### src/rtl/video_sprite_stream_if.sv
// AXI4-Stream video bundle for video_sprite_stream: 24-bit style pixel beats with SOF on tuser and EOL on tlast.
`timescale 1ns/1ps
interface video_sprite_stream_if #(
   parameter int DATAW = 24
);
   logic [DATAW-1:0]   tdata;
   logic               tvalid;
   logic               tready;
   logic               tuser;
   logic               tlast;
   logic [DATAW/8-1:0] tstrb;
   logic [DATAW/8-1:0] tkeep;
   logic               tid;
   logic               tdest;

   modport master (
      output tdata, tvalid, tuser, tlast, tstrb, tkeep, tid, tdest,
      input  tready
   );

   modport slave (
      input  tdata, tvalid, tuser, tlast, tstrb, tkeep, tid, tdest,
      output tready
   );
endinterface

### src/rtl/video_sprite_stream.sv
// Raster generator streaming an upscaled BRAM image over a background colour as AXI4-Stream video.
// Define VIDEO_SPRITE_KEY_EN to add key_color transparency on image pixels.
`timescale 1ns/1ps
module video_sprite_stream #(
   parameter  int DATAW    = 24,
   parameter  int SCRW     = 1920,
   parameter  int SCRH     = 1080,
   parameter  int IMGW     = 256,
   parameter  int IMGH     = 256,
   parameter  int BRAM_LAT = 1,
   localparam int ADDRW    = $clog2(IMGW*IMGH)
) (
   input  logic                 clk,
   input  logic                 rst,
   input  logic                 en,
   input  logic [12:0]          pos_x,
   input  logic [12:0]          pos_y,
   input  logic [1:0]           scale,
   input  logic [DATAW-1:0]     bg_color,
`ifdef VIDEO_SPRITE_KEY_EN
   input  logic [DATAW-1:0]     key_color,
`endif
   video_sprite_stream_if.master m_axis,
   output logic                 bram_en_o,
   output logic [ADDRW-1:0]     bram_addr_o,
   input  logic [DATAW-1:0]     bram_data_i
);

   typedef enum logic {IDLE, ACTIVE} state_t;

   state_t             r_state;
   state_t             w_nextState;
   logic               w_adv;
   logic               w_latch;
   logic               w_inject;
   logic               w_lastCol;
   logic               w_lastPix;
   logic               w_inside;
   logic               w_useImage;
   logic [12:0]        r_x;
   logic [12:0]        r_y;
   logic [12:0]        r_px;
   logic [12:0]        r_py;
   logic [1:0]         r_sc;
   logic signed [13:0] w_dx;
   logic signed [13:0] w_dy;
   logic [31:0]        w_iw;
   logic [31:0]        w_ih;
   logic [12:0]        w_col;
   logic [12:0]        w_row;
   logic [ADDRW-1:0]   w_addr;
   logic [BRAM_LAT-1:0] r_pValid;
   logic [BRAM_LAT-1:0] r_pInside;
   logic [BRAM_LAT-1:0] r_pUser;
   logic [BRAM_LAT-1:0] r_pLast;
   logic               r_tvalid;
   logic               r_tuser;
   logic               r_tlast;
   logic [DATAW-1:0]   r_tdata;

   // The whole pipe, BRAM included, freezes whenever the output beat is stalled.
   assign w_adv     = ~r_tvalid | m_axis.tready;
   assign bram_en_o = w_adv & ~rst;
   assign w_inject  = (r_state == ACTIVE);
   assign w_lastCol = (r_x == 13'(SCRW-1));
   assign w_lastPix = w_lastCol && (r_y == 13'(SCRH-1));

   always_ff @(posedge clk) begin
      if (rst) r_state <= IDLE;
      else     r_state <= w_nextState;
   end

   always_comb begin
      w_nextState = r_state;
      w_latch     = 1'b0;
      case (r_state)
         IDLE: begin
            if (w_adv && en) begin
               w_nextState = ACTIVE;
               w_latch     = 1'b1;
            end
         end
         ACTIVE: begin
            if (w_adv && w_lastPix) begin
               if (en) w_latch     = 1'b1;
               else    w_nextState = IDLE;
            end
         end
         default: w_nextState = IDLE;
      endcase
   end

   always_ff @(posedge clk) begin
      if (rst) begin
         r_x  <= '0;
         r_y  <= '0;
         r_px <= '0;
         r_py <= '0;
         r_sc <= '0;
      end else begin
         if (w_latch) begin
            r_px <= pos_x;
            r_py <= pos_y;
            r_sc <= scale;
         end
         if (w_adv && w_inject) begin
            if (w_lastCol) begin
               r_x <= '0;
               r_y <= w_lastPix ? 13'd0 : r_y + 13'd1;
            end else begin
               r_x <= r_x + 13'd1;
            end
         end
      end
   end

   // Offsets are signed so images placed right of or below the beam clip instead of wrapping.
   assign w_dx     = $signed({1'b0, r_x}) - $signed({1'b0, r_px});
   assign w_dy     = $signed({1'b0, r_y}) - $signed({1'b0, r_py});
   assign w_iw     = 32'(IMGW) << r_sc;
   assign w_ih     = 32'(IMGH) << r_sc;
   assign w_inside = ~w_dx[13] && (32'(w_dx[12:0]) < w_iw) &&
                     ~w_dy[13] && (32'(w_dy[12:0]) < w_ih);
   assign w_col    = w_dx[12:0] >> r_sc;
   assign w_row    = w_dy[12:0] >> r_sc;
   assign w_addr   = ADDRW'(32'(w_row) * 32'(IMGW) + 32'(w_col));
   assign bram_addr_o = (w_inject && w_inside) ? w_addr : '0;

   // Side-band flags ride a delay line matched to the BRAM read latency.
   always_ff @(posedge clk) begin
      if (rst) begin
         r_pValid  <= '0;
         r_pInside <= '0;
         r_pUser   <= '0;
         r_pLast   <= '0;
      end else if (w_adv) begin
         r_pValid[0]  <= w_inject;
         r_pInside[0] <= w_inject && w_inside;
         r_pUser[0]   <= w_inject && (r_x == 13'd0) && (r_y == 13'd0);
         r_pLast[0]   <= w_inject && w_lastCol;
         for (int i = 1; i < BRAM_LAT; i++) begin
            r_pValid[i]  <= r_pValid[i-1];
            r_pInside[i] <= r_pInside[i-1];
            r_pUser[i]   <= r_pUser[i-1];
            r_pLast[i]   <= r_pLast[i-1];
         end
      end
   end

`ifdef VIDEO_SPRITE_KEY_EN
   assign w_useImage = r_pInside[BRAM_LAT-1] && (bram_data_i != key_color);
`else
   assign w_useImage = r_pInside[BRAM_LAT-1];
`endif

   always_ff @(posedge clk) begin
      if (rst) begin
         r_tvalid <= 1'b0;
         r_tuser  <= 1'b0;
         r_tlast  <= 1'b0;
         r_tdata  <= '0;
      end else if (w_adv) begin
         r_tvalid <= r_pValid[BRAM_LAT-1];
         r_tuser  <= r_pUser[BRAM_LAT-1];
         r_tlast  <= r_pLast[BRAM_LAT-1];
         r_tdata  <= w_useImage ? bram_data_i : bg_color;
      end
   end

   assign m_axis.tvalid = r_tvalid;
   assign m_axis.tuser  = r_tuser;
   assign m_axis.tlast  = r_tlast;
   assign m_axis.tdata  = r_tdata;
   assign m_axis.tstrb  = '1;
   assign m_axis.tkeep  = '1;
   assign m_axis.tid    = 1'b0;
   assign m_axis.tdest  = 1'b0;

endmodule

### src/flat_wrapper.sv
// flat-port wrapper written by rule: the top's interface ports become plain ports
module video_sprite_stream_flat 
#(
   parameter  int DATAW    = 24,
   parameter  int SCRW     = 1920,
   parameter  int SCRH     = 1080,
   parameter  int IMGW     = 256,
   parameter  int IMGH     = 256,
   parameter  int BRAM_LAT = 1,
   localparam int ADDRW    = $clog2(IMGW*IMGH)
)
  (clk, rst, en, pos_x, pos_y, scale, bg_color, bram_en_o, bram_addr_o, bram_data_i, m_axis_tdata, m_axis_tvalid, m_axis_tuser, m_axis_tlast, m_axis_tstrb, m_axis_tkeep, m_axis_tid, m_axis_tdest, m_axis_tready);
  video_sprite_stream_if #(.DATAW(DATAW)) m_axis_i ();
  input  logic clk;
  input  logic rst;
  input  logic en;
  input  logic [12:0] pos_x;
  input  logic [12:0] pos_y;
  input  logic [1:0] scale;
  input  logic [DATAW-1:0] bg_color;
  output logic bram_en_o;
  output logic [ADDRW-1:0] bram_addr_o;
  input  logic [DATAW-1:0] bram_data_i;
  output wire logic [$bits(m_axis_i.tdata)-1:0] m_axis_tdata;
  output wire logic [$bits(m_axis_i.tvalid)-1:0] m_axis_tvalid;
  output wire logic [$bits(m_axis_i.tuser)-1:0] m_axis_tuser;
  output wire logic [$bits(m_axis_i.tlast)-1:0] m_axis_tlast;
  output wire logic [$bits(m_axis_i.tstrb)-1:0] m_axis_tstrb;
  output wire logic [$bits(m_axis_i.tkeep)-1:0] m_axis_tkeep;
  output wire logic [$bits(m_axis_i.tid)-1:0] m_axis_tid;
  output wire logic [$bits(m_axis_i.tdest)-1:0] m_axis_tdest;
  input wire logic [$bits(m_axis_i.tready)-1:0] m_axis_tready;
  assign m_axis_tdata = m_axis_i.tdata;
  assign m_axis_tvalid = m_axis_i.tvalid;
  assign m_axis_tuser = m_axis_i.tuser;
  assign m_axis_tlast = m_axis_i.tlast;
  assign m_axis_tstrb = m_axis_i.tstrb;
  assign m_axis_tkeep = m_axis_i.tkeep;
  assign m_axis_tid = m_axis_i.tid;
  assign m_axis_tdest = m_axis_i.tdest;
  assign m_axis_i.tready = m_axis_tready;
  video_sprite_stream #(.DATAW(DATAW), .SCRW(SCRW), .SCRH(SCRH), .IMGW(IMGW), .IMGH(IMGH), .BRAM_LAT(BRAM_LAT)) u_core (.clk(clk), .rst(rst), .en(en), .pos_x(pos_x), .pos_y(pos_y), .scale(scale), .bg_color(bg_color), .m_axis(m_axis_i), .bram_en_o(bram_en_o), .bram_addr_o(bram_addr_o), .bram_data_i(bram_data_i));
endmodule
### config.mk
export PLATFORM = sky130hd
export DESIGN_NAME = video_sprite_stream_flat
export DESIGN_NICKNAME = d
export VERILOG_FILES = /design/src/rtl/video_sprite_stream_if.sv /design/src/rtl/video_sprite_stream.sv /design/src/flat_wrapper.sv
export SDC_FILE = /design/constraint.sdc
export NUM_CORES = 1
export LEC_CHECK = 0
export BUFFER_PORTS_ARGS = -buffer_cell sky130_fd_sc_hd__buf_2
export CAP_MARGIN = 25
export CORE_UTILIZATION = 50
export CTS_BUF_LIST = sky130_fd_sc_hd__clkbuf_4 sky130_fd_sc_hd__clkbuf_8 sky130_fd_sc_hd__clkbuf_16
export DETAILED_ROUTE_END_ITERATION = 10
export PLACE_DENSITY = 0.77
export SYNTH_ARGS = -nofsm -noshare
export SYNTH_HDL_FRONTEND = slang
export SYNTH_SLANG_ARGS = --single-unit
### constraint.sdc
create_clock -name clk -period 4 [get_ports clk]
set_input_delay 0.2 -clock clk [delete_from_list [all_inputs] [get_ports clk]]
set_output_delay 0.2 -clock clk [all_outputs]
set_load 0.03 [all_outputs]
==> results of run 1 <==
[synth_stat cells (14+ instances only)]
library cell / count
a211oi_1: 33
a21o_1: 14
a21oi_1: 63
clkbuf_1: 26
dfxtp_1: 86
ha_1: 41
inv_1: 44
mux2i_1: 31
nand2_1: 94
nand3_1: 16
nor2_1: 75
nor3_1: 23
o21ai_0: 18
xnor2_1: 20
xor2_1: 24
[worst max-delay path, delay by kind of cell, from the launching register on]
family	cells	cell delay, ps
xor+xnor	2	260
compound gates	9	1730
fa+ha+maj	2	590
buf+inv	5	630
flops	1	320
simple gates	2	300
[power groups by stage]
stage | registers [mW] | clock network [mW] | logic (mW)
5_1_grt | 0.921 | 0.924 | 1.08
6_report | 0.917 | 0.874 | 1.00
3_5_place_dp | 0.933 | 0 | 0.776
4_1_cts | 0.915 | 0.893 | 0.884
2_1_floorplan | 0.964 | 0 | 0.534
3_3_place_gp | 0.932 | 0 | 0.765
[layout make-up]
| class | instances | area (um2) |
|---|---|---|
| fill | 896 | 3660 |
| sequential | 86 | 1730 |
| inverter | 45 | 169 |
| tap | 143 | 179 |
| clock buffer | 12 | 267 |
| clock inverter | 4 | 53.8 |
| multi-input combinational | 572 | 4170 |
| timing repair buffer | 191 | 1240 |
[registers in the layout, summed over array words and instances, names as in the netlist]
name,cells
u_core.m_axis.tlast,1
u_core.m_axis.tvalid,1
u_core.r_px,13
u_core.m_axis.tuser,1
u_core.r_y,13
u_core.r_py,13
u_core.r_x,13
u_core.r_pLast,1
u_core.r_pInside,1
u_core.m_axis.tdata,24
u_core.r_state,1
u_core.r_pValid,1
u_core.r_pUser,1
u_core.r_sc,2
[cells by family after synthesis]
logic type,synth area share (%)
and+or+nand+nor,21.4
AOI/OAI and AO/OA,19.0
buffers and inverters,6.69
DFF,29.0
adders and majority gates,9.66
xor gates and xnor gates,6.50
muxes,7.51
other,0.127
[path summary, 6_finish.rpt]
check	depth (start not counted)	startpoint	end	slack (ps)
setup / recovery	20	u_core.r_px[1]	bram_addr_o[13]	-370
hold / removal	3	pos_y[0]	u_core.r_py[0]	90
setup reg to reg	17	u_core.r_px[1]	u_core.r_pInside	430
hold reg to reg	2	u_core.r_py[7]	u_core.r_py[7]	450
[through the flow]
stage / TNS [ps] / cell area [um2]
global route: -4820 / 7800
floorplan: -1430 / 5960
global placement: 0 / 6840
detailed placement: -149 / 6840
CTS: -1530 / 7540
finish: -2610 / 7800
[metal layers]
layer,GRT usage [%],share of wire [%],routed length (um)
met1,32.6,43,7000
met2,44.1,49,8030
met3,4.16,6.3,1030
met4,8.00,1.7,274
met5,0,0,0
[timing repair]
action / CTS / global route
resized for setup: 54 / 45
buffers inserted: 21 / 6
endpoints found under the hold margin: 0 / 0
pin swaps: 24 / 19
endpoints found under the setup margin: 16 / 16
gates cloned: 1 / 0
==> summary.md, run 1 <==
| Metric | Value |
|---|---|
| Hold Crit Class | `input port to flip-flop` |
| Final WL | `16,300 um` |
| Most numerous cell on the critical path | `buf_4` |
| Share of the synthesized area in the top cell type | `29.0%` |
| # rows | `39` |
| IO buf count | `123` |
| Top post-synthesis cells by area | `dfxtp_1 29%, ha_1 8.7%, nand2_1 6.0%` |
| Clock power frac | `31.3%` |
| # DRC | `0` |
| CP Cell Sequence | `inv_1 > ha_1 > nor2b_1 > o31a_1 > o21ai_1 > a31oi_2 > o41ai_2 > xnor2_2 > a21oi_2 > buf_4 > buf_4 > o22ai_1 > ha_1 > a21o_1 > a21o_1 > a21oi_2 > buf_4 > xnor2_1 > nor3_1 > buf_4` |
| Max Cap Viol | `0` |
| Cell Count, Final, Fillers Out | `1,053` |
| Post-route ant nets | `0` |
| Setup violators final | `16` |
| Slew headroom | `33.1%` |
| Unique masters post-synth | `64` |
| TritonCTS buffer count | `9` |
| Main synth FF type | `dfxtp_1` |
| Worst hold slack | `93.2 ps` |
| Gate power share | `35.8%` |
| Power Total | `2.79 mW` |
| Vias in the first global route | `5,523` |
| CTS clk-pin slew, worst paths | `70 ps` |
| GRT Total Usage | `25.6%` |
| Root buf cell | `clkbuf_16` |
| Hold_buf cts | `0` |
| Ys async rst share | `0%` |
| Die Span Y | `111 um` |
| Pleak | `3.41 nW` |
| Unrepaired setup endpoints after global routing | `true` |
| Worst Slack Setup Final | `-375 ps` |
| Global-route wire length before repair | `25,800 um` |
| Initial Utilization | `51.7%` |
| Yosys top cell by area | `dfxtp_1` |
| Synth Area per Inst | `8.02 um2` |
| Io pins | `132` |
| Net Switching | `0.900 mW` |
| Gr ovfl total | `0` |
| Initial DRC Count | `424` |
| Sw Ratio | `32.2%` |
| Most frequent cells in the layout | `107 x buf_2, 94 x nand2_1, 80 x dfxtp_1` |
| Core area | `11,500 um2` |
| Number of synthesized flops with an enable pin | `0` |
| Int Pwr | `1.89 mW` |
| Achievable Freq | `229 MHz` |
| Share of cells above drive strength 1 | `31.3%` |
| Placement Setup Slack | `-63.8 ps` |
| Pwr dens | `358 nW/um2` |
| Arr. time, crit path | `4170 ps` |
| Gate Count Post-Synth | `739` |
| Post-Synthesis Cell Area | `5930 um2` |
| WS Path Type | `flip-flop to primary output` |
| Fin util | `68.1%` |
| Commonest non-fill, non-tap cell in the layout | `buf_2` |
| Crit-path max FO | `3` |
| Min Clock Period, post-route | `4370 ps` |
| Failing checks | `setup timing` |
| Dpl cells | `1,009` |
| Post-DR vias/cell | `5.62` |
| #FFs+latches synth | `86` |
| Initial antenna violation count | `0` |
| Antenna diodes | `0` |
| Pre-Repair DR Iteration Count | `5` |
| Status | `finished with violations` |
| Critical Path RT | `3800 ps` |
| Sequential power share | `32.8%` |
| Final Max Tran Viols | `0` |
| Worst-Skew Late Latency | `340 ps` |
| Final RePlAce weighted congestion | `0.897` |
| Maximum root-to-sink buffer count | `2` |
| Max incr delay on CP | `320 ps` |
| Area grow syn2layout | `31.6%` |
| Post-DP HPWL | `11,200 um` |
| Startpoint Class | `flip-flop` |
| Routed len/inst | `15.5 um` |
| Clk_skew | `10.1 ps` |
| Register area share after synthesis | `29.0%` |
| Clk sink count | `86` |
| CP max stage cell | `dfxtp_2` |
| Final Cycle Share | `109%` |
| Fin nets | `1,029` |
| Worst-Margin Slew | `1000 ps` |
| CTS tree | `built` |
| Largest net degree at the start of global routing | `53` |
| Hold Vio Cnt, Final | `0` |
| Die X | `111 um` |
| Die ar. | `12,300 um2` |
| Vias | `5,921` |
| Setup crit end kind | `primary output` |
| Ys Warns | `0` |
| Worst VDD drop | `240 uV` |
| H-tree depth | `3` |
No activity file was read; power rests on OpenSTA's default activity.
==> run 2: changes to the inputs <==
--- a/config.mk
+++ b/config.mk
@@ -10,6 +10,7 @@
 export CORE_UTILIZATION = 50
 export CTS_BUF_LIST = sky130_fd_sc_hd__clkbuf_4 sky130_fd_sc_hd__clkbuf_8 sky130_fd_sc_hd__clkbuf_16
 export DETAILED_ROUTE_END_ITERATION = 10
+export MAX_ROUTING_LAYER = met4
 export PLACE_DENSITY = 0.77
 export SYNTH_ARGS = -nofsm -noshare
 export SYNTH_HDL_FRONTEND = slang
==> summary.md, run 2 (same netlist as run 1, synthesis figures left out) <==
| Metric | Value |
|---|---|
| Post-DP HPWL | `11,100 um (was 11,200 um)` |
| Placement Setup Slack | `-67.3 ps (was -63.8 ps)` |
| Fin nets | `1,017 (was 1,029)` |
| Setup crit end kind | `primary output (unchanged)` |
| Root buf cell | `clkbuf_16 (unchanged)` |
| Slew headroom | `34.7% (was 33.1%)` |
| Status | `finished with violations (unchanged)` |
| Pwr dens | `377 nW/um2 (was 358 nW/um2)` |
| WS Path Type | `flip-flop to primary output (unchanged)` |
| Antenna diodes | `0 (unchanged)` |
| Hold Vio Cnt, Final | `0 (unchanged)` |
| Post-route cell area | `7640 um2 (was 7800 um2)` |
| Failing checks | `setup timing (unchanged)` |
| Core area | `11,500 um2 (unchanged)` |
| Worst-Skew Late Latency | `340 ps (about the same)` |
| Io pins | `132 (unchanged)` |
| Max reg flops | `24 (unchanged)` |
| Achievable Freq | `232 MHz (was 229 MHz)` |
| Initial DRC Count | `241 (was 424)` |
| Worst VDD drop | `296 uV (was 240 uV)` |
| Unrepaired setup endpoints after global routing | `true (unchanged)` |
| Max Cap Viol | `0 (unchanged)` |
| Final WL | `15,700 um (was 16,300 um)` |
| Vias in the first global route | `5,342 (was 5,523)` |
| Pleak | `3.36 nW (was 3.41 nW)` |
| Startpoint Class | `flip-flop (unchanged)` |
| Arr. time, crit path | `4100 ps (was 4170 ps)` |
| Min Clock Period, post-route | `4300 ps (was 4370 ps)` |
| Pre-Repair DR Iteration Count | `4 (was 5)` |
| Gr ovfl total | `0 (unchanged)` |
| CTS tree | `built (unchanged)` |
| Final Max Tran Viols | `0 (unchanged)` |
| Final RePlAce weighted congestion | `0.910 (was 0.897)` |
| Routed len/inst | `15.1 um (was 15.5 um)` |
| GRT Total Usage | `25.5% (was 25.6%)` |
| Post-DR vias/cell | `5.54 (was 5.62)` |
| CTS clk-pin slew, worst paths | `60 ps (was 70 ps)` |
| Maximum root-to-sink buffer count | `2 (unchanged)` |
| # DRC | `0 (unchanged)` |
| Post-route ant nets | `0 (unchanged)` |
| IO buf count | `123 (unchanged)` |
| TritonCTS buffer count | `9 (unchanged)` |
| Crit-path max FO | `3 (unchanged)` |
| Final Cycle Share | `108% (was 109%)` |
| Area grow syn2layout | `28.9% (was 31.6%)` |
| Initial antenna violation count | `0 (unchanged)` |
| Largest net degree at the start of global routing | `53 (unchanged)` |
| Share of cells above drive strength 1 | `30.2% (was 31.3%)` |
| Post-route setup TNS | `-1930 ps (was -2610 ps)` |
| Initial Utilization | `51.7% (unchanged)` |
| Die X | `111 um (unchanged)` |
| Clk_skew | `7.86 ps (was 10.1 ps)` |
| # rows | `39 (unchanged)` |
| H-tree depth | `3 (unchanged)` |
| Worst-Margin Slew | `980 ps (was 1000 ps)` |
| Area after DPL | `6790 um2 (was 6840 um2)` |
| Global-route wire length before repair | `24,900 um (was 25,800 um)` |
| Fin util | `66.7% (was 68.1%)` |
| Worst Slack Setup Final | `-304 ps (was -375 ps)` |
| Clk sink count | `86 (unchanged)` |
| Critical Path RT | `3800 ps (about the same)` |
| Setup violators final | `14 (was 16)` |
| Die Span Y | `111 um (unchanged)` |
| Commonest non-fill, non-tap cell in the layout | `buf_2 (unchanged)` |
| Vias | `5,758 (was 5,921)` |
| Most frequent cells in the layout | `107 x buf_2, 94 x nand2_1, 77 x dfxtp_1 (was 107 x buf_2, 94 x nand2_1, 80 x dfxtp_1)` |
| Hold Crit Class | `input port to flip-flop (unchanged)` |
| Die ar. | `12,300 um2 (unchanged)` |
run 2: changes by cell type in the layout (fill, tap and decap cells not counted), sizes merged:
cell | previous run | this run
buf | 190 | 178
clkinv | 1 | 0
bufinv | 1 | 3
clkinvlp | 2 | 0
run 2: worst max-delay path: stages (launching register included):
cell and delay, ps:
dfxtp_2 320, inv_2 80, ha_4 140, fa_2 230, nor2b_4 60, o2111ai_4 210, nand3_2 100, a21o_1 180
o41a_1 350, xor2_1 150, mux2i_1 230, a21oi_2 110, ha_1 300, a21o_1 200, a21o_1 190, a21o_1 200
a21oi_2 180, buf_4 130, xnor2_1 50, nor3_1 150, buf_4 190
run 2: path summary, 6_finish.rpt:
kind	depth (start not counted)	endpoint	slack, ps	startpoint
min	3	u_core.r_py[0]	90	pos_y[0]
max reg2reg	16	u_core.r_pInside	680	u_core.r_y[0]
min reg2reg	2	u_core.r_py[10]	450	u_core.r_py[10]
max	20	bram_addr_o[13]	-300	u_core.r_x[0]
run 2: timing repair:
item | 4_1_cts | 5_1_grt
hold endpoints to repair | 0 | 0
cloned | 0 | 1
pin swaps | 26 | 32
hold buffers | 0 | 0
resized for setup | 50 | 30
setup buffers | 19 | 6
setup endpoints to repair | 16 | 16
run 2: final cells by class:
cell class / count / area, um2
Multi-Input combinational cell: 572 / 4090
Fill cell: 949 / 3820
Sequential cell: 86 / 1730
Timing Repair Buffer: 179 / 1110
Clock buffer: 12 / 267
Tap cell: 143 / 179
Inverter: 45 / 169
Clock inverter: 3 / 90.1
run 2: where the power goes:
group	leakage [nW]	total (mW)	internal, mW	switching (mW)
Clock	0.175	0.986	0.658	0.329
Combinational	2.48	0.978	0.465	0.512
Sequential	0.709	0.917	0.895	0.0225
run 2: per-layer routing:
layer  track usage, %  up-vias  routed length [um]
met4             9.42        0                 358
met5                -        -                   0
met1             31.8     2652                7040
li1                 -     2890                   -
met3             3.61       29                 840
met2             42.0      187                7440
run 2: through the flow:
stage                     total power, mW  std cells  hold WS, ps
final                                2.88       1040         94.9
after global routing                 3.02       1040         99.4
after CTS                            2.82       1035         91.5
after detailed placement             1.71       1001          446
after global placement               1.70       1000          440
after floorplan                      1.50        745          336
